## src/rtl/bus_pkg.sv

```systemverilog
// Shared types and constants for the data-side bus fabric.
// Also holds a small helper for sizing slave-index fields.
package bus_pkg;

  typedef enum logic [1:0] {
    IDLE   = 2'd0,
    ACCESS = 2'd1,
    RESP   = 2'd2
  } bus_state_t;

  localparam int WAIT_W    = 4;
  localparam int ERR_CNT_W = 8;

  // Width of a slave index; a single slave still needs one bit.
  function automatic int idx_width(input int n);
    return (n > 1) ? $clog2(n) : 1;
  endfunction

endpackage

```

## src/rtl/bus_addr_decode.sv

```systemverilog
// Combinational base/mask address decoder.
// When regions overlap, the lowest-numbered matching slave wins.
module bus_addr_decode
  import bus_pkg::*;
#(
  parameter int NUM_SLAVES = 4,
  parameter int ADDR_WIDTH = 32,
  parameter logic [NUM_SLAVES*ADDR_WIDTH-1:0] SLAVE_BASE = '0,
  parameter logic [NUM_SLAVES*ADDR_WIDTH-1:0] SLAVE_MASK = '0,
  localparam int IDX_W = idx_width(NUM_SLAVES)
) (
  input  logic [ADDR_WIDTH-1:0] addr,
  output logic                  hit,
  output logic [IDX_W-1:0]      idx
);

  logic [NUM_SLAVES-1:0] match;

  generate
    for (genvar gi = 0; gi < NUM_SLAVES; gi++) begin : g_match
      assign match[gi] = (addr & SLAVE_MASK[gi*ADDR_WIDTH +: ADDR_WIDTH])
                         == SLAVE_BASE[gi*ADDR_WIDTH +: ADDR_WIDTH];
    end
  endgenerate

  // Scan from the top down so the lowest match is the last one written.
  always_comb begin
    hit = |match;
    idx = '0;
    for (int i = NUM_SLAVES - 1; i >= 0; i--) begin
      if (match[i]) idx = IDX_W'(i);
    end
  end

endmodule

```

## src/rtl/data_bus_fabric.sv

```systemverilog
// CPU data-port interconnect: registered request/ready transactions to
// base/mask-decoded slaves with per-slave wait states and error tracking.
module data_bus_fabric
  import bus_pkg::*;
#(
  parameter int NUM_SLAVES = 4,
  parameter int ADDR_WIDTH = 32,
  parameter int DATA_WIDTH = 32,
  parameter logic [NUM_SLAVES*ADDR_WIDTH-1:0] SLAVE_BASE =
    {32'hE000_0000, 32'hC000_0000, 32'h8000_0000, 32'h0000_0000},
  parameter logic [NUM_SLAVES*ADDR_WIDTH-1:0] SLAVE_MASK =
    {32'hE000_0000, 32'hE000_0000, 32'hC000_0000, 32'h8000_0000},
  parameter logic [NUM_SLAVES*WAIT_W-1:0] SLAVE_WAIT = '0
) (
  input  logic                                 sys_clk,
  input  logic                                 rst,
  input  logic                                 m_req,
  input  logic [ADDR_WIDTH-1:0]                m_addr,
  input  logic [DATA_WIDTH-1:0]                m_wdata,
  input  logic [DATA_WIDTH/8-1:0]              m_wstrb,
  output logic                                 m_ready,
  output logic [DATA_WIDTH-1:0]                m_rdata,
  output logic                                 m_err,
  output logic [NUM_SLAVES-1:0]                s_sel,
  output logic [ADDR_WIDTH-1:0]                s_addr,
  output logic [DATA_WIDTH-1:0]                s_wdata,
  output logic [NUM_SLAVES*(DATA_WIDTH/8)-1:0] s_wstrb,
  input  logic [NUM_SLAVES*DATA_WIDTH-1:0]     s_rdata,
  output logic [ADDR_WIDTH-1:0]                err_addr,
  output logic [ERR_CNT_W-1:0]                 err_count
);

  localparam int STRB_WIDTH = DATA_WIDTH / 8;
  localparam int IDX_W      = idx_width(NUM_SLAVES);

  bus_state_t              state_reg;
  logic [WAIT_W-1:0]       cnt_reg;
  logic [IDX_W-1:0]        idx_reg;
  logic [ADDR_WIDTH-1:0]   addr_reg;
  logic [DATA_WIDTH-1:0]   wdata_reg;
  logic [STRB_WIDTH-1:0]   wstrb_reg;
  logic [DATA_WIDTH-1:0]   rdata_reg;
  logic                    err_reg;
  logic [ADDR_WIDTH-1:0]   err_addr_reg;
  logic [ERR_CNT_W-1:0]    err_count_reg;

  logic                    dec_hit;
  logic [IDX_W-1:0]        dec_idx;
  logic [DATA_WIDTH-1:0]   rdata_arr [NUM_SLAVES];
  logic [WAIT_W-1:0]       wait_arr  [NUM_SLAVES];

  generate
    for (genvar gi = 0; gi < NUM_SLAVES; gi++) begin : g_unpack
      assign rdata_arr[gi] = s_rdata[gi*DATA_WIDTH +: DATA_WIDTH];
      assign wait_arr[gi]  = SLAVE_WAIT[gi*WAIT_W +: WAIT_W];
    end
  endgenerate

  bus_addr_decode #(
    .NUM_SLAVES (NUM_SLAVES),
    .ADDR_WIDTH (ADDR_WIDTH),
    .SLAVE_BASE (SLAVE_BASE),
    .SLAVE_MASK (SLAVE_MASK)
  ) u_decode (
    .addr (m_addr),
    .hit  (dec_hit),
    .idx  (dec_idx)
  );

  always_ff @(posedge sys_clk) begin
    if (rst) begin
      state_reg     <= IDLE;
      cnt_reg       <= '0;
      idx_reg       <= '0;
      addr_reg      <= '0;
      wdata_reg     <= '0;
      wstrb_reg     <= '0;
      rdata_reg     <= '0;
      err_reg       <= 1'b0;
      err_addr_reg  <= '0;
      err_count_reg <= '0;
    end else begin
      case (state_reg)
        IDLE: begin
          if (m_req) begin
            addr_reg  <= m_addr;
            wdata_reg <= m_wdata;
            wstrb_reg <= m_wstrb;
            if (dec_hit) begin
              idx_reg   <= dec_idx;
              cnt_reg   <= wait_arr[dec_idx];
              err_reg   <= 1'b0;
              state_reg <= ACCESS;
            end else begin
              err_addr_reg <= m_addr;
              if (err_count_reg != '1) err_count_reg <= err_count_reg + 1'b1;
              rdata_reg <= '0;
              err_reg   <= 1'b1;
              state_reg <= RESP;
            end
          end
        end
        ACCESS: begin
          if (cnt_reg != '0) begin
            cnt_reg <= cnt_reg - 1'b1;
          end else begin
            rdata_reg <= (wstrb_reg == '0) ? rdata_arr[idx_reg] : '0;
            state_reg <= RESP;
          end
        end
        RESP:    state_reg <= IDLE;
        default: state_reg <= IDLE;
      endcase
    end
  end

  // Strobes are also masked by rst so an aborted access never writes.
  always_comb begin
    s_sel   = '0;
    s_wstrb = '0;
    if (state_reg == ACCESS) begin
      s_sel[idx_reg] = 1'b1;
      if (cnt_reg == '0 && !rst) s_wstrb[idx_reg*STRB_WIDTH +: STRB_WIDTH] = wstrb_reg;
    end
  end

  assign m_ready   = (state_reg == RESP);
  assign m_rdata   = rdata_reg;
  assign m_err     = err_reg;
  assign s_addr    = addr_reg;
  assign s_wdata   = wdata_reg;
  assign err_addr  = err_addr_reg;
  assign err_count = err_count_reg;

endmodule

```

## config.mk

```make
export PLATFORM = sky130hd
export DESIGN_NAME = data_bus_fabric
export DESIGN_NICKNAME = d
export VERILOG_FILES = /design/src/rtl/bus_pkg.sv /design/src/rtl/bus_addr_decode.sv /design/src/rtl/data_bus_fabric.sv
export SDC_FILE = /design/constraint.sdc
export NUM_CORES = 1
export LEC_CHECK = 0
export ABC_AREA = 1
export CORE_AREA = 2 2 139 141
export DETAILED_ROUTE_END_ITERATION = 10
export DIE_AREA = 0 0 141 143
export GPL_TIMING_DRIVEN = 0
export PLACE_DENSITY = 0.84
export SLEW_MARGIN = 40
export SYNTH_ARGS = -nofsm -noshare
export SYNTH_HDL_FRONTEND = slang
export SYNTH_HIERARCHICAL = 1
export SYNTH_SLANG_ARGS = --single-unit
```

## constraint.sdc

```tcl
create_clock -name sys_clk -period 3.63 [get_ports sys_clk]
set_clock_uncertainty 0.1 [all_clocks]
set_input_delay 0.726 -clock sys_clk [delete_from_list [all_inputs] [get_ports sys_clk]]
set_output_delay 0.726 -clock sys_clk [all_outputs]
set_load 0.02 [all_outputs]
```

==> results.cfg <==
[floorplan]
rows = 50
io_pins = 357
die_h_um = 143
start_util_pct = 38.5
die-area_mm2 = 0.0202
core_mm2 = 0.0186
die_width_um = 141

[detailed_routing]
drtPass1Iterations = 5
final_antenna_net_count = 0
dr_total_vias = 8088
drtIter0Drc = 485
wire_per_inst_um = 15.9
drc_errors = 0
via_per_inst = 4.95
totalWireLength_um = 26100

[sta]
hold_violations = 0
drv_slew = 0
min_period_over_period_pct = 97.1
rsz0062_at_grt = yes
worstMarginPinSlew_ns = 0.566
setup_ws_ns = 0.105
max_slew_margin_pct = 62.2
fin_setup_tns_ns = 0
fmax_mhz = 284
finalCriticalPeriod_ns = 3.52
setup-violations-final = 0

[clock_network]
path_clk_slew_ns = 0.06
htreeDepth = 4
clockBufferDepth = 2
cts_buffers = 17
insertion_delay_ns = 0.42
cts_tree = yes
cts_hold_buf = 0
cts_root_buf = clkbuf_16
clkSinkCount = 149

[synth]
synth-simple-area-share_pct = 27.6
synth-seq-area-share_pct = 41.7
yosys-top-cells-area = dfxtp_1, nor2_1, o21ai_0, nand2_1, a21oi_1
synth_area_per_cell_um2 = 7.07
synth_top_area_cell = dfxtp_1
yosysWarnings = 6
synth_xor_area_share_pct = 0.367
netlist.area_leader.share_pct = 41.7
muxShareOfSynthArea_pct = 0
syn_nets = 1222
ys_seq_elements = 149
yosys.cell_types.count = 29
synth_top_family_by_area = simple AND/OR/NAND/NOR gates
synth_fa_ha_area_share_pct = 1.75
synth-compound-area-share_pct = 19.6
synthCells = 1013
netlist_area_mm2 = 0.00716

[final_layout]
nets = 1596
utilization_pct = 62.4
finish.instance_area_mm2 = 0.0116
areaGrowthSynthToFinish_pct = 62.0
drive_above_1_share_pct = 8.71
fill_cells = 1649
diodes = 0

[pwr]
power.total_mw = 4.89
power_density_mw_per_mm2 = 422
power_leakage_nw = 4.84
vdd_drop_max_mv = 0.274

[critical_path]
cp_top_family = buffers and inverters
crit_type = flip-flop to primary output
cpMaxStageDelayCell = dfxtp_2
cp.required_ns = 2.80
path_cells = clkbuf_4, inv_2, buf_4, buf_6, ha_1, inv_1, nand3_1, nor4_1, buf_2
start_kind = flip-flop
worst-path-buf-inv = 6
slowest_delay_ns = 0.39
end_kind = primary output
cp_max_fo = 13
critPathArrivalTime_ns = 2.70

[placement]
hpwl_um = 20500
routabilityCongestion = 0.922
port-buffer-count = 355
dp_slack_ns = -0.188
dpl_cell_area_mm2 = 0.0110

[global_route]
grt_pass1_vias = 7594
antenna_found_initial = 0
grt_pass1_wl_um = 38900
grtUsageTotal_pct = 24.5
gr-total-overflow = 0
grt_max_degree = 17

[status]
status = complete, no violations

[min_path]
hold_class = flip-flop to flip-flop

[job]
cap_viol_max_count = 0
==> timing repair <==
item,in CTS,in global routing
setup endpoints to repair,16,10
gates resized for setup,29,13
setup buffers,0,0
==> cells in the final DEF, fill, tap and decap left out, types with 10 or more instances in the layout <==
| cell type | Yosys | layout |
|---|---|---|
| buf_2 | 27 | 26 |
| o21ai_0 | 142 | 142 |
| a21oi_1 | 56 | 56 |
| clkbuf_1 | 25 | 25 |
| a211oi_1 | 30 | 30 |
| nand2_1 | 131 | 130 |
| dlygate4sd2_1 | 0 | 10 |
| ha_1 | 10 | 10 |
| clkbuf_16 | 0 | 17 |
| clkdlybuf4s50_1 | 0 | 339 |
| nand3b_1 | 31 | 31 |
| nor2_1 | 257 | 257 |
| buf_4 | 9 | 11 |
| inv_1 | 62 | 62 |
| a21oi_2 | 21 | 21 |
| dfxtp_1 | 149 | 147 |
| nand3_1 | 15 | 15 |
==> routing by layer <==
metal,vias up,wire length [um],track usage [%],share of wire [%]
met1,3654,10300,27.1,39
met3,49,1930,6.91,7.4
met5,-,0,0,0
met4,0,708,9.95,2.7
li1,4060,-,-,-
met2,325,13100,44.3,50
==> per-stage QoR <==
| step | hold WS, ns | cells |
|---|---|---|
| 2_1_floorplan | 0.322 | 1013 |
| 3_3_place_gp | 0.343 | 1602 |
| 4_1_cts | 0.361 | 1634 |
| 3_5_place_dp | 0.347 | 1602 |
| 6_report | 0.365 | 1634 |
| 5_1_grt | 0.387 | 1634 |
==> worst paths after layout <==
kind,from,to,slack (ns),depth (start not counted)
setup / recovery,idx_reg[0],s_wstrb[1],0.11,9
hold / removal,cnt_reg[1],cnt_reg[1],0.37,2
setup reg to reg,idx_reg[0],m_rdata[27],1.74,7
hold reg to reg,cnt_reg[1],cnt_reg[1],0.37,2
==> tightest hold or removal path, stage by stage, from the launching register on <==
cell and delay, ns:
dfxtp_1 0.31, nand2_1 0.06, a21oi_1 0.05
==> cell usage after synthesis (all sizes together) <==
| cell type | instances |
|---|---|
| clkbuf | 27 |
| a211oi | 30 |
| xor2 | 3 |
| inv | 66 |
| ha | 10 |
| dfxtp | 149 |
| nand4 | 7 |
| nor2 | 261 |
| o21ai | 142 |
| conb | 1 |
| nand3b | 31 |
| nor3 | 6 |
| or2 | 1 |
| buf | 46 |
| nand2 | 135 |
| a21oi | 77 |
| nor4 | 5 |
| nand3 | 16 |
==> final cells by class <==
| cell class | instances | area [um^2] | area share [%] |
|---|---|---|---|
| timing repair buffer | 355 | 3530 | 30.4 |
| clock buffer | 18 | 439 | 3.79 |
| multi-input combinational | 725 | 3560 | 30.7 |
| inverter | 66 | 248 | 2.14 |
| tap | 234 | 293 | 2.52 |
| buffer | 73 | 404 | 3.48 |
| sequential | 149 | 2990 | 25.7 |
| clock inverter | 14 | 136 | 1.18 |
==> cells by family (layout without fill, tap and decap cells) <==
kind of cell,after synthesis,count (layout)
fa+ha+maj,10,10
xor+xnor,3,3
other cells,1,1
compound gates,249,249
flops,149,149
buf+inv,139,526
simple gates,462,462
==> report_power, final <==
group	switching [mW]	internal [mW]
logic	0.691	0.622
registers	0.0751	1.78
clock network	0.795	0.930
No activity file was read; power rests on OpenSTA's default activity.
